`config.mk`:
```
export PLATFORM = sky130hd
export DESIGN_NAME = jt900h_blkmov_flat
export DESIGN_NICKNAME = d
export VERILOG_FILES = /design/src/rtl/jt900h_blkmov_if.sv /design/src/rtl/jt900h_blkmov.sv /design/src/flat_wrapper.sv
export SDC_FILE = /design/constraint.sdc
export NUM_CORES = 1
export LEC_CHECK = 0
export ABC_AREA = 0
export BUFFER_PORTS_ARGS = -buffer_cell sky130_fd_sc_hd__buf_2
export CAP_MARGIN = 20
export CORE_MARGIN = 3
export CORE_UTILIZATION = 50
export CTS_CLUSTER_DIAMETER = 30
export CTS_CLUSTER_SIZE = 30
export DETAILED_ROUTE_END_ITERATION = 8
export GPL_TIMING_DRIVEN = 0
export PLACE_DENSITY_LB_ADDON = 0.08
export SYNTH_ARGS = -nofsm -noshare
export SYNTH_HDL_FRONTEND = slang
export SYNTH_SLANG_ARGS = --single-unit
```
`constraint.sdc`:
```
create_clock -name clk -period 5.4 [get_ports clk]
set_clock_uncertainty 0.1 [all_clocks]
set_input_delay 1.35 -clock clk [delete_from_list [all_inputs] [get_ports clk]]
set_output_delay 1.35 -clock clk [all_outputs]
set_load 0.03 [all_outputs]
```
`src/rtl/jt900h_blkmov_if.sv`:
```
// Memory bus between the block-move sequencer (master) and the memory system (slave).
interface jt900h_blkmov_if #(
  parameter int unsigned AW = 24
);
  logic [AW-1:0] bus_addr;
  logic          bus_rd;
  logic          bus_wr;
  logic [15:0]   bus_dout;
  logic [15:0]   bus_din;
  logic          bus_ack;

  modport master (
    output bus_addr, bus_rd, bus_wr, bus_dout,
    input  bus_din, bus_ack
  );

  modport slave (
    input  bus_addr, bus_rd, bus_wr, bus_dout,
    output bus_din, bus_ack
  );
endinterface

```
`src/rtl/jt900h_blkmov.sv`:
```
// TLCS-900H block transfer / block compare sequencer (LDI/LDIR/LDD/LDDR, CPI/CPIR/CPD/CPDR).
// Owns the memory bus for one iteration or a whole repeat, returns XDE/XHL/BC and flags.
// Optional feature macro: JT900H_BLKCMP_EN enables the CPx family; when undefined a CPx
// start completes immediately with no bus access and flags = {7'b0, c_in}.
module jt900h_blkmov #(
  parameter int unsigned AW = 24
) (
  input  logic                   clk,
  input  logic                   rst_n,
  input  logic                   cen,
  input  logic                   start,
  input  logic [2:0]             op,       // {cmp, dec, rep}
  input  logic                   word,
  input  logic [31:0]            xde_in,
  input  logic [31:0]            xhl_in,
  input  logic [15:0]            bc_in,
  input  logic [15:0]            acc,
  input  logic                   c_in,
  input  logic                   int_req,
  jt900h_blkmov_if.master        bus,
  output logic                   busy,
  output logic                   done,
  output logic                   again,
  output logic [31:0]            xde,
  output logic [31:0]            xhl,
  output logic [15:0]            bc,
  output logic [7:0]             flags
);

  typedef enum logic [2:0] {
    IDLE,
    RD,
    WR,
    UPD,
    FIN
  } state_t;

  state_t state, state_nx;

  logic        word_q;
  logic        dec_q;
  logic        rep_q;
  logic        cmp_q;
  logic        again_q;
  logic [15:0] data_q;

  logic [31:0] step;
  logic [31:0] xhl_nx;
  logic [31:0] xde_nx;
  logic [15:0] bc_nx;
  logic        v_nx;
  logic        hit;
  logic        more;
  logic [7:0]  flags_nx;

`ifdef JT900H_BLKCMP_EN
  logic [15:0] diff;
  logic        cmp_z;
`else
  logic        unused_acc;
  assign unused_acc = ^acc;
  assign cmp_q      = 1'b0;
`endif

  // State register
  always_ff @(posedge clk) begin
    if (!rst_n) begin
      state <= IDLE;
    end else if (cen) begin
      state <= state_nx;
    end
  end

  // Element step, pointer/count update and flag computation used in UPD
  always_comb begin
    step     = word_q ? 32'd2 : 32'd1;
    xhl_nx   = dec_q ? (xhl - step) : (xhl + step);
    xde_nx   = dec_q ? (xde - step) : (xde + step);
    bc_nx    = bc - 16'd1;
    v_nx     = (bc_nx != 16'd0);
    hit      = 1'b0;
    flags_nx = {flags[7], flags[6], 1'b0, 1'b0, 1'b0, v_nx, 1'b0, c_in};
`ifdef JT900H_BLKCMP_EN
    diff     = acc - data_q;
    cmp_z    = word_q ? (diff == 16'd0) : (diff[7:0] == 8'd0);
    if (cmp_q) begin
      hit      = cmp_z;
      flags_nx = {(word_q ? diff[15] : diff[7]), cmp_z, 1'b0,
                  (acc[3:0] < data_q[3:0]), 1'b0, v_nx, 1'b1, c_in};
    end
`endif
    // Another iteration is wanted; int_req decides between looping and yielding
    more     = rep_q && v_nx && !hit;
  end

  // Next-state logic
  always_comb begin
    state_nx = state;
    case (state)
      IDLE: begin
        if (start) begin
`ifdef JT900H_BLKCMP_EN
          state_nx = RD;
`else
          state_nx = op[2] ? FIN : RD;
`endif
        end
      end
      RD:      if (bus.bus_ack) state_nx = cmp_q ? UPD : WR;
      WR:      if (bus.bus_ack) state_nx = UPD;
      UPD:     state_nx = (more && !int_req) ? RD : FIN;
      FIN:     state_nx = IDLE;
      default: state_nx = IDLE;
    endcase
  end

  // Datapath registers: operand latch at start, read data capture, writeback at UPD
  always_ff @(posedge clk) begin
    if (!rst_n) begin
      xde     <= '0;
      xhl     <= '0;
      bc      <= '0;
      flags   <= '0;
      data_q  <= '0;
      word_q  <= 1'b0;
      dec_q   <= 1'b0;
      rep_q   <= 1'b0;
      again_q <= 1'b0;
`ifdef JT900H_BLKCMP_EN
      cmp_q   <= 1'b0;
`endif
    end else if (cen) begin
      case (state)
        IDLE: begin
          if (start) begin
            xde     <= xde_in;
            xhl     <= xhl_in;
            bc      <= bc_in;
            word_q  <= word;
            dec_q   <= op[1];
            rep_q   <= op[0];
            again_q <= 1'b0;
`ifdef JT900H_BLKCMP_EN
            cmp_q   <= op[2];
`else
            if (op[2]) flags <= {7'b0, c_in};
`endif
          end
        end
        RD: begin
          if (bus.bus_ack) data_q <= word_q ? bus.bus_din : {8'h00, bus.bus_din[7:0]};
        end
        UPD: begin
          xhl     <= xhl_nx;
          if (!cmp_q) xde <= xde_nx;
          bc      <= bc_nx;
          flags   <= flags_nx;
          again_q <= more && int_req;
        end
        default: ;
      endcase
    end
  end

  // Outputs decoded from state: strobes, address/data mux and status
  always_comb begin
    busy         = (state != IDLE);
    done         = (state == FIN);
    again        = (state == FIN) && again_q;
    bus.bus_rd   = (state == RD);
    bus.bus_wr   = (state == WR);
    bus.bus_addr = '0;
    bus.bus_dout = '0;
    case (state)
      RD: bus.bus_addr = xhl[AW-1:0];
      WR: begin
        bus.bus_addr = xde[AW-1:0];
        bus.bus_dout = data_q;
      end
      default: ;
    endcase
  end

endmodule

```
`src/flat_wrapper.sv`:
```
// flat-port wrapper written by rule: the top's interface ports become plain ports
module jt900h_blkmov_flat 
#(
  parameter int unsigned AW = 24
)
  (clk, rst_n, cen, start, op, word, xde_in, xhl_in, bc_in, acc, c_in, int_req, busy, done, again, xde, xhl, bc, flags, bus_bus_addr, bus_bus_rd, bus_bus_wr, bus_bus_dout, bus_bus_din, bus_bus_ack);
  jt900h_blkmov_if #(.AW(AW)) bus_i ();
  input  logic clk;
  input  logic rst_n;
  input  logic cen;
  input  logic start;
  input  logic [2:0] op;
  input  logic word;
  input  logic [31:0] xde_in;
  input  logic [31:0] xhl_in;
  input  logic [15:0] bc_in;
  input  logic [15:0] acc;
  input  logic c_in;
  input  logic int_req;
  output logic busy;
  output logic done;
  output logic again;
  output logic [31:0] xde;
  output logic [31:0] xhl;
  output logic [15:0] bc;
  output logic [7:0] flags;
  output wire logic [$bits(bus_i.bus_addr)-1:0] bus_bus_addr;
  output wire logic [$bits(bus_i.bus_rd)-1:0] bus_bus_rd;
  output wire logic [$bits(bus_i.bus_wr)-1:0] bus_bus_wr;
  output wire logic [$bits(bus_i.bus_dout)-1:0] bus_bus_dout;
  input wire logic [$bits(bus_i.bus_din)-1:0] bus_bus_din;
  input wire logic [$bits(bus_i.bus_ack)-1:0] bus_bus_ack;
  assign bus_bus_addr = bus_i.bus_addr;
  assign bus_bus_rd = bus_i.bus_rd;
  assign bus_bus_wr = bus_i.bus_wr;
  assign bus_bus_dout = bus_i.bus_dout;
  assign bus_i.bus_din = bus_bus_din;
  assign bus_i.bus_ack = bus_bus_ack;
  jt900h_blkmov #(.AW(AW)) u_core (.clk(clk), .rst_n(rst_n), .cen(cen), .start(start), .op(op), .word(word), .xde_in(xde_in), .xhl_in(xhl_in), .bc_in(bc_in), .acc(acc), .c_in(c_in), .int_req(int_req), .bus(bus_i), .busy(busy), .done(done), .again(again), .xde(xde), .xhl(xhl), .bc(bc), .flags(flags));
endmodule
```
---- Yosys cells after proc, flatten, opt, wreduce, memory -nomap -nowiden ----
Index checks and enable logic that the tools add are counted.
word-level totals
  word-level logic and storage cells ...... 63
  output and inout port bits .............. 133
  flip-flop bits (word level) ............. 111
  input port bits ......................... 123
operators by class
  bitwise gates (word level) .............. 1
  mux-type cells .......................... 23
  equality and inequality tests ........... 8
  reduce and logical (&&, ||, !) cells .... 15
  add/sub/neg operators ................... 5
operators by type and width
  kind                     number
  $mux W32                 4
  $pmux W32 S2             2
  $add A32 B32 Y32         2
  $sub A32 B32 Y32         2
  $mux W16                 3
  $pmux W24 S2             1
  $pmux W16 S2             1
  $mux W8                  2
  $pmux W8 S2              1
  $reduce_bool A16 Y1      1
  $sub A16 B1 Y16 const B  1
  $mux W3                  5
  $pmux W3 S4              1
  $reduce_and A3 Y1        3
  $reduce_and A4 Y1        2
  $eq A3 B2 Y1 const B     2
  $reduce_and A5 Y1        1
  $logic_and A1 B1 Y1      4
  $ne A2 B1 Y1 const B     2
  $ne A2 B2 Y1 const B     2
  $eq A3 B1 Y1 const B     1
  $eq A3 B3 Y1 const B     1
  $logic_not A3 Y1         1
  $reduce_bool A3 Y1       1
  6 further kinds          6

---- Logic depth before layout (Yosys ltp) ----
Gate-level depths: netlist (run 1).
  word-level depth ........................ 6
  gate-level depth with buffers ........... 14
  depth with buffers taken out ............ 13

---- Worst setup path after synthesis (run 1) ----
OpenSTA, ideal clock, no wires.
  path type ............................... register to register
  start point ............................. register u_core.dec_q
  end point ............................... register u_core.xde[31]
  data required time ...................... 5161 ps
  setup slack ............................. 1057 ps
  setup time .............................. 139 ps
  period minus slack after synthesis ...... 4343 ps
  cell stages (with the launch flop) ...... 13
  arrival ................................. 4104 ps
  buffers on the path ..................... 1
  path through ............................ dfxtp_1 -> clkbuf_1 -> nor2b_1 -> ha_1 -> nor2b_1 -> o2111ai_1 -> a21boi_0 -> a221o_1 -> a311o_1 -> o221ai_1 -> xnor2_1 -> mux2i_1 -> a221oi_1
between the ends
  word-level cells in the longest chain between the ends .. 2
RTL lines
  what                    line                  text
  start, declared         jt900h_blkmov.sv:41   logic dec_q;
  start signal, assigned  jt900h_blkmov.sv:140  dec_q <= op[1];
  $mux W32                jt900h_blkmov.sv:78   xde_nx = dec_q ? (xde - step) : (xde + step);
  $pmux W32 S2            jt900h_blkmov.sv:133  case (state)
  end signal, assigned    jt900h_blkmov.sv:136  xde <= xde_in;
  end signal, assigned    jt900h_blkmov.sv:155  if (!cmp_q) xde <= xde_nx;
  end, declared           jt900h_blkmov.sv:24   output logic [31:0] xde,
No other way between the ends.
A chain may end at the register's enable or synchronous reset.

---- Final worst setup path (run 1) ----
  start point ............................. register u_core.dec_q
  end point ............................... register u_core.xde[17]
The elaborated chain is that of the path after synthesis.

==> results.ini, run 1 <==
[status]
outcome=finished clean

[clock_network]
cts_buffers=9
clock_sinks=105
cts_tree=built
clock_path_buffers=2
postCtsHoldBufs=0
htreeDepth=3
cts-root-buf=clkbuf_16
cts_resized=0
clkLatencyLatePin_ns=0.37
postCtsSetupBuffers=0
clk_pin_slew_ns=0.08

[logic_synthesis]
synth.area.top_cells=dfxtp_1 25%, ha_1 9.4%, a21oi_1 7.3%
async_flop_share_pct=0
synth_top_area_share_pct=24.76
yosysSeqAreaShare_pct=24.76
synth.distinct_cells=80
post_synth.cell_area_avg_um2=7.387
ys_warn_count=0
syn_inst=1149
yosys_register_bits=105
synth_edf_count=0
synth-main-ff-cell=dfxtp_1
synth_area_mm2=0.008488
post-synth-top-area-cell=dfxtp_1

[timing]
finalSetupViolCount=0
fmax_mhz=218.6
worst_slack_ns=0.8261
tightest_slew_ns=0.9030
final.setup.tns_ns=0
relSlewSlack_pct=39.80
finalHoldViolCount=0
report.final.slew_viol_count=0
rsz0062_at_grt=false
fin_crit_sh_pct=84.70
period_needed_ns=4.574

[final_layout]
antenna_cells=0
post-route-util_pct=62.00
final_common_cell=buf_2
fin_area_mm2=0.01028
nNetsFinal=1589
syn2layout_area_growth_pct=21.12
final_layout_size_suffix_gt1_share_pct=20.50
instances_no_fill=1625
final_cell_mix=239 x buf_2, 149 x nand2_1, 124 x a21oi_1

[place]
place_inst=1609
dp_hpwl_um=24160
dpl-instance-area_mm2=0.009986
portBuffers=233
place_ws_ns=0.8646
place.gp.congestion=0.9664

[global_routing]
grt_overflow=0
grt.total_usage_pct=33.23
antenna_found_initial=0
grt_max_degree=36
grt_pass1_wl_um=48010
first_global_vias=8781

[setup_path]
cp-startpoint=u_core.dec_q
arrival_ns=4.71
required_ns=5.54
end_kind=flop
path_class=reg2reg
r2r_start=u_core.dec_q
cp-start-kind=flop
worst-path-max-fanout=25

[floorplan]
fp.dieH_um=136.3
core_mm2=0.01658
dieArea_mm2=0.01858
rows=47
pin_count=256
die_w_um=136.3
initial_utilization_pct=51.18

[worst_hold_path]
worstHoldStart=u_core.data_q[13]
hold_path.class=reg2reg

[routing]
routed_wl_um=32080
drt-initial-drc-count=882
wl_per_cell_um=19.74
ant_nets=0
via_per_inst=6.074
remaining_drc_errors=0
firstDrtPassIters=5
vias=9871

[power]
power.density_mw_per_mm2=213.5
leakage_uw=0.004827
vdd_drop_max_mv=0.1673

[run]
drv_cap=0

## layout make-up
cell class | instances | area [um^2]
tap | 220 | 275.3
timing repair buffer | 235 | 1197
fill | 1598 | 6302
inverter | 19 | 71.32
clock buffer | 9 | 225.2
multi-input combinational | 947 | 5978
sequential | 105 | 2103
clock inverter | 7 | 70.07
buffer | 83 | 360.3
## logic make-up (layout without fill, tap and decap cells)
family	count (synthesis)	after routing	share of synthesized area (%)
other	1	6	0.04418
AND/OR/NAND/NOR	416	416	23.05
buffers and inverters	102	353	5.085
flip-flops	105	105	24.76
XOR/XNOR	50	50	5.248
adder cells (fa/ha/maj)	66	66	9.906
multiplexers	10	10	1.209
AO/OA/AOI/OAI	399	399	30.69
## critical path: stages (launching register included)
cell and delay, ns:
dfxtp_2 0.77, clkbuf_1 0.40, nor2b_1 0.58, ha_1 0.21, nor2b_1 0.19, o2111ai_1 0.16, a21boi_0 0.52, a221o_1 0.40
a21boi_0 0.20, or2_2 0.31, a311oi_1 0.35, xnor2_1 0.17, o211ai_1 0.09
## synth_stat cells (6+ instances only)
master    count
a211oi_1     15
a21boi_0      6
a21o_1       28
a21oi_1     124
a221oi_1     12
a22o_1       24
a311oi_1     20
a31oi_1      16
and2_1       24
and3_1       13
buf_1         6
buf_2         6
buf_4         7
clkbuf_1     62
dfxtp_1     105
ha_1         64
inv_1        18
mux2i_1       8
nand2_1     149
nand2b_1      6
nand3_1      35
nand4_1      14
nor2_1       97
nor2b_1      12
nor3_1       24
o211ai_1      9
o21a_1       14
o21ai_0      85
o31ai_1       6
or3_1        12
xnor2_1      29
xor2_1       20
## final timing paths
path | end | slack [ns] | cells past startpoint
max reg2reg | u_core.xde[17] | 0.83 | 12
min | u_core.data_q[13] | 0.35 | 2
min reg2reg | u_core.data_q[13] | 0.35 | 2
max | u_core.xde[17] | 0.83 | 12
## sequential cells by signal, summed over array words and instances, names as in the netlist
signal / flops
u_core.xde: 32
u_core.xhl: 32
u_core.bc: 16
u_core.data_q: 16
u_core.state: 3
u_core.flags: 2
u_core.again_q: 1
u_core.dec_q: 1
u_core.rep_q: 1
u_core.word_q: 1
## metrics by stage
| stage | power (uW) | hold slack [ns] |
|---|---|---|
| after global routing | 2282 | 0.3706 |
| after global placement | 1503 | 0.3347 |
| after floorplan | 1305 | 0.3273 |
| after CTS | 2182 | 0.3521 |
| final | 2195 | 0.3525 |
| after detailed placement | 1511 | 0.3406 |
## power breakdown
group          switching, uW  leakage (uW)  internal [uW]  total, uW
logic                    412       0.00382            224        636
clock network            357      0.000147            329        686
registers               56.5      0.000859            817        873
total                    826       0.00483           1370       2200
## metal layers
layer  global-route usage, %  part of all wire, %
met2                   53.88                   45
met5                       0                    0
met4                   10.13                  2.7
met1                   45.38                   43
met3                   5.366                  9.6
No activity file was read; power rests on OpenSTA's default activity.
==> run 2: changes to the inputs <==
- CORE_UTILIZATION: 50 -> 48
- clock period: 5.4 -> 4.1 ns (I/O delays scaled with it)
==> run 2 against run 1 <==
Net effect:
- clock-buffer cell count did not move
- clock power rose by 34%
- sequential power rose by 32%
- final area rose by 0.40%
- via count fell by 0.72%
- critical path depth rose by 2
- fmax rose by 18%
- global-route usage fell by 1.2 points
- sequential cell count did not move
- critical path type unchanged
==> results.ini, run 2 (synthesized netlist as in run 1, its figures left out) <==
[status]
outcome=finished clean

[power]
leakage_uw=0.004832  ; +0.10%
vdd_drop_max_mv=0.2242  ; +34%
finalPower_uw=2911  ; +33%
power.density_mw_per_mm2=282.0  ; +32%

[clock_network]
cts_buffers=9  ; unchanged
clock_sinks=105  ; unchanged
clkLatencyLatePin_ns=0.37  ; about the same
htreeDepth=3  ; unchanged
clk_pin_slew_ns=0.09  ; about the same
postCtsHoldBufs=0  ; unchanged
clock_path_buffers=2  ; unchanged
cts_tree=built
cts-root-buf=clkbuf_16

[setup_path]
path_class=reg2reg
crit_slowest_cell=a2111oi_4
end_kind=flop
cp-start-kind=flop
required_ns=4.23  ; -1.31 ns
worst-path-max-fanout=10  ; -60%
max_stage_delay_ns=0.49  ; -0.28 ns
path_cells=clkbuf_1, inv_1, ha_1, inv_1, fa_1, a211o_1, a2111oi_4, nor3_1, a211oi_2, o221a_2, o21ai_2, a211oi_2, xor2_1, o22ai_1
arrival_ns=4.01  ; -0.70 ns

[timing]
report.final.slew_viol_count=0  ; unchanged
rsz0062_at_grt=true
fmax_mhz=258.2  ; +18%
tightest_slew_ns=0.8828  ; -0.02024 ns
fin_crit_sh_pct=94.47  ; +9.8 points
relSlewSlack_pct=41.15  ; +1.3 points
final.setup.tns_ns=0  ; unchanged
holdWs_ns=0.3525  ; -0.00001200 ns
period_needed_ns=3.873  ; -0.7004 ns
finalSetupViolCount=0  ; unchanged
finalHoldViolCount=0  ; unchanged

[final_layout]
final_layout_size_suffix_gt1_share_pct=20.71  ; +0.21 points
nNetsFinal=1589  ; unchanged
syn2layout_area_growth_pct=21.61
antenna_cells=0  ; unchanged
final_cell_mix=239 x buf_2, 149 x nand2_1, 124 x a21oi_1
largestRegisters=u_core.xde: 32 flops, u_core.xhl: 32 flops
post-route-util_pct=60.95  ; -1.0 points
instances_no_fill=1625  ; unchanged
final_common_cell=buf_2

[floorplan]
initial_utilization_pct=50.12  ; -1.1 points
die_w_um=139.0  ; +2.0%
core_mm2=0.01694  ; +2.1%
pin_count=256  ; unchanged
rows=47  ; unchanged
fp.dieH_um=139.0  ; +2.0%
dieArea_mm2=0.01932  ; +4.0%

[global_routing]
grt.total_usage_pct=32.02  ; -1.2 points
grt_overflow=0  ; unchanged
grt_max_degree=36  ; unchanged
first_global_vias=9194  ; +4.7%
grt_pass1_wl_um=49910  ; +4.0%
antenna_found_initial=0  ; unchanged

[place]
portBuffers=233  ; unchanged
place.gp.congestion=0.9516  ; -1.5%
place_inst=1609  ; unchanged
dp_hpwl_um=24430  ; +1.1%

[routing]
remaining_drc_errors=0  ; unchanged
firstDrtPassIters=6  ; +1
via_per_inst=6.031  ; -0.72%
drt-initial-drc-count=1041  ; +18%
wl_per_cell_um=19.92  ; +0.87%
vias=9800  ; -0.72%
routed_wl_um=32360  ; +0.87%
ant_nets=0  ; unchanged

[run]
drv_cap=0  ; unchanged

[worst_hold_path]
hold_path.class=reg2reg

run 2: final timing paths:
kind              slack [ns]  depth (start not counted)                 to         startpoint
setup / recovery        0.23                         14     u_core.xhl[30]      u_core.word_q
hold / removal          0.35                          2  u_core.data_q[14]  u_core.data_q[14]
setup reg to reg        0.23                         14     u_core.xhl[30]      u_core.word_q
hold reg to reg         0.35                          2  u_core.data_q[14]  u_core.data_q[14]
run 2: stage by stage:
stage	worst slack (ns)	cell area [um^2]
after floorplan	0.2525	8508
after global placement	-0.8979	9950
after detailed placement	-0.4653	9986
after CTS	0.1055	10290
after global routing	-0.02308	10320
final	0.2265	10320
run 2: critical path, delay by kind of cell (launching register included):
| family | cells | cell delay [ns] |
|---|---|---|
| buffers and inverters | 3 | 0.46 |
| AND/OR/NAND/NOR | 1 | 0.15 |
| AO/OA/AOI/OAI | 7 | 1.87 |
| adder cells (fa/ha/maj) | 2 | 0.63 |
| flip-flops | 1 | 0.33 |
| XOR/XNOR | 1 | 0.18 |
run 2: area by class of cell:
type,instances,area (um^2)
Tap cell,220,275.3
Clock buffer,9,225.2
Timing Repair Buffer,236,1205
Fill cell,1643,6614
Buffer,82,356.6
Inverter,19,71.32
Clock inverter,7,81.33
Multi-Input combinational cell,947,6002
Sequential cell,105,2106
run 2: layer usage:
metal | vias up | GRT usage, % | wire length [um] | part of all wire, %
li1 | 4700 | - | - | -
met1 | 4518 | 44.08 | 13580 | 42
met2 | 526 | 51.65 | 14650 | 45
met3 | 56 | 5.069 | 3297 | 10
met4 | 0 | 9.938 | 836 | 2.6
met5 | - | 0 | 0 | 0
run 2: power breakdown:
group	internal (uW)	switching (uW)	total [uW]
Clock	438	483	921
Sequential	1080	75.3	1150
Combinational	296	543	839
run 2: timing repair:
action	in CTS	in global routing
gates cloned	0	0
setup endpoints to repair	28	5
setup buffers	0	1
gates resized for setup	2	4
pin swaps	0	2
